==> config.mk <==
export PLATFORM = sky130hd
export DESIGN_NAME = pulse_stretch
export DESIGN_NICKNAME = d
export VERILOG_FILES = /design/src/rtl/pulse_stretch.sv
export SDC_FILE = /design/constraint.sdc
export NUM_CORES = 1
export LEC_CHECK = 0
export CAP_MARGIN = 25
export CORE_UTILIZATION = 29
export CTS_BUF_LIST = sky130_fd_sc_hd__clkbuf_8
export DETAILED_ROUTE_END_ITERATION = 8
export PLACE_DENSITY_LB_ADDON = 0.12
export SYNTH_ARGS = -nofsm -noshare
export SYNTH_HDL_FRONTEND = slang
export SYNTH_SLANG_ARGS = --single-unit
==> constraint.sdc <==
create_clock -name clk -period 2 [get_ports clk]
set_clock_uncertainty 0.05 [all_clocks]
set_input_delay 0.2 -clock clk [delete_from_list [all_inputs] [get_ports clk]]
set_output_delay 0.2 -clock clk [all_outputs]
set_load 0.02 [all_outputs]
==> src/rtl/pulse_stretch.sv <==
// Pulse stretcher: an accepted trig raises out for len cycles, then a HOLDOFF-cycle lockout.
// out/busy/done are registered (out rises the cycle after the trigger edge); drop is combinational.
module pulse_stretch #(
  parameter int WIDTH   = 8,
  parameter int HOLDOFF = 4
) (
  input  logic             clk,
  input  logic             reset,
  input  logic             trig,
  input  logic [WIDTH-1:0] len,
  input  logic             retrig_en,
  output logic             out,
  output logic             busy,
  output logic             done,
  output logic             drop
);

  localparam int HW = (HOLDOFF > 1) ? $clog2(HOLDOFF) : 1;
  localparam logic [HW-1:0] HLOAD = (HOLDOFF > 0) ? HW'(HOLDOFF - 1) : '0;

  typedef enum logic [1:0] {IDLE, ACTIVE, HOLD} state_t;

  state_t           state, state_nx;
  logic [WIDTH-1:0] cnt, cnt_nx;
  logic [HW-1:0]    hcnt, hcnt_nx;
  logic             done_nx;
  logic             accept;

  always_comb begin
    state_nx = state;
    cnt_nx   = cnt;
    hcnt_nx  = hcnt;
    done_nx  = 1'b0;
    accept   = 1'b0;
    case (state)
      IDLE: begin
        if (trig && len != '0) begin
          accept   = 1'b1;
          state_nx = ACTIVE;
          cnt_nx   = len - WIDTH'(1);
        end
      end
      ACTIVE: begin
        // A retrigger beats expiry, even in the last active cycle.
        if (trig && retrig_en && len != '0) begin
          accept = 1'b1;
          cnt_nx = len - WIDTH'(1);
        end else if (cnt != '0) begin
          cnt_nx = cnt - WIDTH'(1);
        end else begin
          done_nx = 1'b1;
          if (HOLDOFF > 0) begin
            state_nx = HOLD;
            hcnt_nx  = HLOAD;
          end else begin
            state_nx = IDLE;
          end
        end
      end
      HOLD: begin
        if (hcnt != '0) hcnt_nx = hcnt - HW'(1);
        else            state_nx = IDLE;
      end
      default: state_nx = IDLE;
    endcase
    drop = trig && !accept && !reset;
  end

  always_ff @(posedge clk) begin
    if (reset) begin
      state <= IDLE;
      cnt   <= '0;
      hcnt  <= '0;
      out   <= 1'b0;
      busy  <= 1'b0;
      done  <= 1'b0;
    end else begin
      state <= state_nx;
      cnt   <= cnt_nx;
      hcnt  <= hcnt_nx;
      out   <= (state_nx == ACTIVE);
      busy  <= (state_nx != IDLE);
      done  <= done_nx;
    end
  end

endmodule

==> reports/qor.yml, run 1 <==
sta:
  hold_violations: 0
  fmax_mhz: 521
  slew_violations: 0
  rsz0062_at_grt: "no"
  finalSetupViolCount: 0
  relSlewSlack_pct: 59.4
  whs_ns: 0.434
  worstMarginPinSlew_ns: 0.604
  period_minus_slack_ns: 1.92
  finalCritPeriodShare_pct: 96.0
global_routing:
  antenna_found_initial: 0
  grt_overflow_total: 0
  grtUsageTotal_pct: 14.4
  grt_pass1_wl_mm: 3.87
  first_global_vias: 902
  grt_max_degree: 15
setup_path:
  path_max_fanout: 3
  critPathLaunch: "len[5]"
  cp_slowest_cell: "clkdlybuf4s50_1"
  arrival_ns: 2.04
  cp_top_family: "buffers and inverters"
  cp-start-kind: "primary input"
  reg2reg_from: "cnt[0]$_SDFFE_PP0P_"
  reg2reg_depth: 7
  critPathMaxStageDelay_ns: 0.46
  r2r-end: "cnt[0]$_SDFFE_PP0P_"
  path_cells: "clkdlybuf4s50_1, nor4_4, nand3_4, a311oi_4, buf_4, mux2_2, o21ai_0"
  crit_end: "cnt[1]$_SDFFE_PP0P_"
  critPathKind: "in2reg"
  r2r_slack_ns: 0.17
  path_buf_inv: 2
  endpoint_kind: "flip-flop"
  path_depth: 7
  required_ns: 2.12
logic_synthesis:
  ys_types: 37
  ys_warn_count: 0
  synth_seq_cells: 15
  ys_top_cells_by_area: "dfxtp_1 30%, o32ai_2 8.1%, inv_1 6.8%"
  postSynthAreaPerCell_sq_um: 8.78
  synthesis.area_sq_um: 1000
  synth.most_common_cell: "inv_1"
  netlist_instances: 114
  yosysSeqAreaShare_pct: 30.0
  synth.top_cell.area_share_pct: 30.0
  ys_async_sr_fraction_pct: 0
  yosys-top-cells-count: "18 x inv_1, 15 x dfxtp_1, 9 x a21oi_1, 9 x nor2_1, 8 x nand2_1"
  synth-edff-count: 0
  synth_top_area_cell: "dfxtp_1"
  syn-num-nets: 131
  synthFlopType: "dfxtp_1"
floorplan:
  rows: 20
  ioPinCount: 16
  start_util_pct: 31.7
  die_w_um: 60.8
  core_sq_um: 3150
  die_h_um: 60.8
  die_area_sq_um: 3690
cts:
  clk_latency_ns: 0.25
  cts_hold_buf: 0
  cts_tree: "built"
  clk_path_buf_depth: 2
  cts.sinks: 15
  htreeDepth: 1
  clk_pin_slew_ns: 0.06
  tritoncts.num_buffers: 3
  root_buffer: "clkbuf_8"
detailed_routing:
  vias_per_cell: 4.70
  wl_per_cell_um: 11.6
  drc_errors: 0
  wl_mm: 2.24
  initialDrtViolationCount: 13
  vias: 908
  ant_nets: 0
  dr.pass1.iters: 4
place:
  dp.final_hpwl_mm: 1.68
  io_buffers: 15
  placed_cells: 185
  place_congestion: 0.762
power_and_ir_drop:
  p_comb_share_pct: 40.4
  p_int_w: 0.000677
  p_leak_nw: 0.579
  netSwitchingPower_w: 0.000354
  seqPwrFrac_pct: 35.8
  clockPowerShare_pct: 23.8
  switching_share_pct: 34.4
  vdd_ir_drop_max_v: 0.000281
  power.density_nw_per_um2: 742
finish:
  drive_above_1_share_pct: 24.2
  n_fill_cell: 330
  fin_util_pct: 44.1
  seqCellArea_sq_um: 300
  fin_cells: 193
  multiInputGateArea_sq_um: 612
  antenna_cells: 0
  nNetsFinal: 167
  area_growth_pct: 38.9
job:
  cap_viol_max_count: 0
min_path:
  holdPathStages: 2
  hold_path_class: "reg2reg"
run_status:
  status: "completed"
==> layout by cell type, fill, tap and decap left out, drive strengths merged <==
master         instances
inv                   19
dlygate4sd2            3
clkdlybuf4s50         12
mux2                   1
a32oi                  1
a221oi                 1
or4                    1
nand4                  2
or3                    1
nor2                   9
xor2                   2
nand2b                 1
mux2i                  6
a21oi                 10
o32ai                  6
nor4                   2
nand2                  8
buf                   20
clkbuf                 3
and3                   2
o31ai                  1
o21ai                  1
nor2b                  1
a21o                   1
xnor2                  3
nor3b                  2
nor3                   3
or2                    1
dfxtp                 15
ha                     5
nand3b                 2
a31oi                  1
a311oi                 1
nand3                  2
==> per-layer routing <==
layer | GRT usage [%] | wire length [um] | share of wire, %
met5 | 0 | 0 | 0
met4 | 8.77 | 61 | 2.7
met3 | 1.28 | 56 | 2.5
met2 | 25.0 | 1090 | 49
met1 | 17.3 | 1030 | 46
==> power by group through the flow <==
stage	Combinational, W	Clock [W]	Sequential, W
after floorplan	0.000264	0	0.000377
after global placement	0.000393	0	0.000375
after detailed placement	0.000396	0	0.000375
after CTS	0.000417	0.000253	0.000369
after global routing	0.000466	0.000265	0.000375
final	0.000417	0.000246	0.000369
==> area by class of cell <==
| type | count | share of cell area [%] |
|---|---|---|
| Tap cell | 44 | 3.96 |
| Clock buffer | 3 | 2.97 |
| Sequential cell | 15 | 21.6 |
| Clock inverter | 1 | 0.270 |
| Inverter | 18 | 4.86 |
| Multi-Input combinational cell | 77 | 44.0 |
| Timing Repair Buffer | 35 | 22.3 |
==> tightest hold or removal path, cell delays in order, from the launching register on <==
cell and delay, ns:
dfxtp_1 0.29, inv_1 0.06, a221oi_1 0.07
==> through the flow <==
| step | setup slack, ns | total power (W) | instance area (sq um) | setup TNS, ns |
|---|---|---|---|---|
| after global placement | -0.257 | 0.000768 | 1300 | -2.36 |
| after global routing | 0.000982 | 0.00111 | 1390 | 0 |
| after floorplan | 0.152 | 0.000641 | 1000 | 0 |
| after detailed placement | -0.319 | 0.000771 | 1300 | -2.85 |
| after CTS | 0.0255 | 0.00104 | 1380 | 0 |
| final | 0.0808 | 0.00103 | 1390 | 0 |
==> logic make-up after synthesis <==
family / count (synthesis) / synth area share (%)
compound gates: 23 / 21.4
xor+xnor: 5 / 4.38
fa+ha+maj: 5 / 6.25
buf+inv: 22 / 9.12
flops: 15 / 30.0
mux: 7 / 7.13
simple gates: 37 / 21.8
==> flip-flops by register name (all words and copies together) (netlist names) <==
register  flops
busy          1
cnt           8
state         2
hcnt          2
done          1
out           1
==> worst min-delay path by stage <==
stage	start	end	slack [ns]
floorplan	reset	cnt[7]$_SDFFE_PP0P_	0.27
global placement	hcnt[0]$_SDFFE_PP0P_	hcnt[0]$_SDFFE_PP0P_	0.41
detailed placement	hcnt[0]$_SDFFE_PP0P_	hcnt[0]$_SDFFE_PP0P_	0.43
CTS	hcnt[0]$_SDFFE_PP0P_	hcnt[0]$_SDFFE_PP0P_	0.44
global route	hcnt[0]$_SDFFE_PP0P_	hcnt[0]$_SDFFE_PP0P_	0.46
finish	hcnt[1]$_SDFFE_PP0P_	hcnt[1]$_SDFFE_PP0P_	0.43
==> repair_timing <==
action | 4_1_cts | 5_1_grt
endpoints found under the setup margin | 8 | 5
buffers inserted | 2 | 1
gates cloned | 1 | 0
resized for setup | 4 | 1
pin swaps | 3 | 2
No activity file was read; power rests on OpenSTA's default activity.
==> run 2: changes to the inputs <==
Settings changed: CORE_MARGIN set to 2.
==> reports/qor.yml, run 2 (synthesis results as in run 1) <==
run_status:
  status: "completed"  # unchanged
global_routing:
  grt_max_degree: 15  # unchanged
  met2_usage_pct: 21.1  # was 25.0%
  first_global_vias: 892  # was 902
  grtUsageTotal_pct: 12.3  # was 14.4%
  grtUsageMet1_pct: 15.2  # was 17.3%
  use_met3_pct: 1.62  # was 1.28%
  antenna_found_initial: 0  # unchanged
  grt_overflow_total: 0  # unchanged
  grt_pass1_wl_mm: 3.86  # was 3.87 mm
  grt-busiest-layer: "met2"  # unchanged
setup_path:
  endpoint_kind: "flip-flop"  # unchanged
  reg2reg_depth: 7  # unchanged
  critPathKind: "in2reg"  # unchanged
  critPathLaunch: "len[5]"  # unchanged
  r2r_slack_ns: 0.11  # was 0.17 ns
  r2r-end: "cnt[0]$_SDFFE_PP0P_"  # unchanged
  cp-start-kind: "primary input"  # unchanged
  reg2reg_from: "cnt[0]$_SDFFE_PP0P_"  # unchanged
  path_max_fanout: 3  # unchanged
  arrival_ns: 2.03  # was 2.04 ns
  crit_end: "cnt[1]$_SDFFE_PP0P_"  # unchanged
  required_ns: 2.13  # was 2.12 ns
finish:
  drive_above_1_share_pct: 22.6  # was 24.2%
  layout_commonest_cell: "inv_1"  # unchanged
  top_regs: "cnt: 8 flops, hcnt: 2 flops, state: 2 flops"  # unchanged
  largest-register: "cnt"  # unchanged
  antenna_cells: 0  # unchanged
  area_growth_pct: 36.4  # was 38.9%
  nNetsFinal: 164  # was 167
  fin_util_pct: 40.9  # was 44.1%
  mostFrequentLayoutCells: "19 x inv_1, 16 x buf_4, 15 x dfxtp_1"  # was 19 x inv_1, 17 x buf_4, 15 x dfxtp_1
  largest_reg_flops: 8  # unchanged
cts:
  htreeDepth: 1  # unchanged
  clk_pin_slew_ns: 0.06  # about the same
  clk_latency_ns: 0.25  # about the same
  cts_tree: "built"  # unchanged
  tritoncts.num_buffers: 3  # unchanged
  clk_path_buf_depth: 2  # unchanged
  root_buffer: "clkbuf_8"  # unchanged
  cts.sinks: 15  # unchanged
detailed_routing:
  wl_mm: 2.25  # was 2.24 mm
  wl_per_cell_um: 11.7  # was 11.6 um
  initialDrtViolationCount: 15  # was 13
  drc_errors: 0  # unchanged
  ant_nets: 0  # unchanged
  dr.pass1.iters: 4  # unchanged
  vias: 893  # was 908
  vias_per_cell: 4.65  # was 4.70
place:
  place_congestion: 0.748  # was 0.762
  io_buffers: 15  # unchanged
  dp.final_hpwl_mm: 1.68  # about the same
  place_ws_ns: -0.297  # was -0.319 ns
floorplan:
  rows: 21  # was 20
  start_util_pct: 30.0  # was 31.7%
  die_area_sq_um: 3940  # was 3690 sq um
  die_w_um: 62.8  # was 60.8 um
  core_sq_um: 3340  # was 3150 sq um
  die_h_um: 62.8  # was 60.8 um
  ioPinCount: 16  # unchanged
sta:
  fmax_mhz: 526  # was 521 MHz
  whs_ns: 0.428  # was 0.434 ns
  rsz0062_at_grt: "no"  # unchanged
  finalCritPeriodShare_pct: 95.1  # was 96.0%
  finalSetupViolCount: 0  # unchanged
  relSlewSlack_pct: 57.3  # was 59.4%
  slew_violations: 0  # unchanged
  hold_violations: 0  # unchanged
  worst_slack_ns: 0.0980  # was 0.0808 ns
  period_minus_slack_ns: 1.90  # was 1.92 ns
  setup_tns_ns: 0  # unchanged
  worstMarginPinSlew_ns: 0.635  # was 0.604 ns
min_path:
  holdCritStartpoint: "hcnt[0]$_SDFFE_PP0P_"  # was hcnt[1]$_SDFFE_PP0P_
  hold_path_class: "reg2reg"  # unchanged
  holdPathStages: 2  # unchanged
power_and_ir_drop:
  vdd_ir_drop_max_v: 0.000186  # was 0.000281 V
  p_leak_nw: 0.561  # was 0.579 nW
  power.density_nw_per_um2: 749  # was 742 nW/um^2
job:
  cap_viol_max_count: 0  # unchanged
## run 2: cell count changes in the layout (fill, tap and decap cells not counted), sizes merged
| cell | previous run | this run |
|---|---|---|
| clkdlybuf4s50 | 12 | 14 |
| dlygate4sd2 | 3 | 1 |
| buf | 20 | 17 |
## run 2: report_power, final
group | internal (W) | switching, W | total, W | leakage (nW)
Sequential | 0.000342 | 0.0000281 | 0.000370 | 0.124
Combinational | 0.000190 | 0.000218 | 0.000408 | 0.410
Clock | 0.000136 | 0.000109 | 0.000245 | 0.0269
## run 2: metal layers
layer  up-vias  share of wire, %
met3         4               3.5
li1        462                 -
met1       403                47
met4         0               1.1
met2        24                49
met5         -                 0
## run 2: worst min path at each step
| stage | end | slack, ns |
|---|---|---|
| 5_1_grt | hcnt[1]$_SDFFE_PP0P_ | 0.47 |
| 3_5_place_dp | hcnt[0]$_SDFFE_PP0P_ | 0.42 |
| 3_3_place_gp | hcnt[0]$_SDFFE_PP0P_ | 0.41 |
| 6_report | hcnt[0]$_SDFFE_PP0P_ | 0.43 |
| 2_1_floorplan | cnt[7]$_SDFFE_PP0P_ | 0.27 |
| 4_1_cts | hcnt[0]$_SDFFE_PP0P_ | 0.43 |
## run 2: critical path, stage by stage
cell	delay (ns)
clkdlybuf4s50_1	0.46
nor4_4	0.37
nand3_4	0.13
a311oi_4	0.25
buf_4	0.18
mux2_2	0.32
o21ai_0	0.12
## run 2: metrics by stage
step | area, sq um | cells | total power [W]
global route | 1370 | 192 | 0.00109
detailed placement | 1300 | 186 | 0.000769
floorplan | 1000 | 114 | 0.000641
CTS | 1350 | 191 | 0.00103
finish | 1370 | 192 | 0.00102
global placement | 1300 | 186 | 0.000768
## run 2: final cells by class
type	instances	area (sq um)
fillers	355	1970
multi-input cells	77	614
flip-flops and latches	15	300
repair buffers	32	280
inverters	18	67.6
well taps	46	57.6
clock buffers	3	41.3
clock inverters	1	3.75
## run 2: repair_timing
item	4_1_cts	5_1_grt
pin swaps	2	1
endpoints found under the setup margin	7	5
gates resized for setup	2	1
cloned	0	0
buffers inserted	1	1
hold buffers	0	0
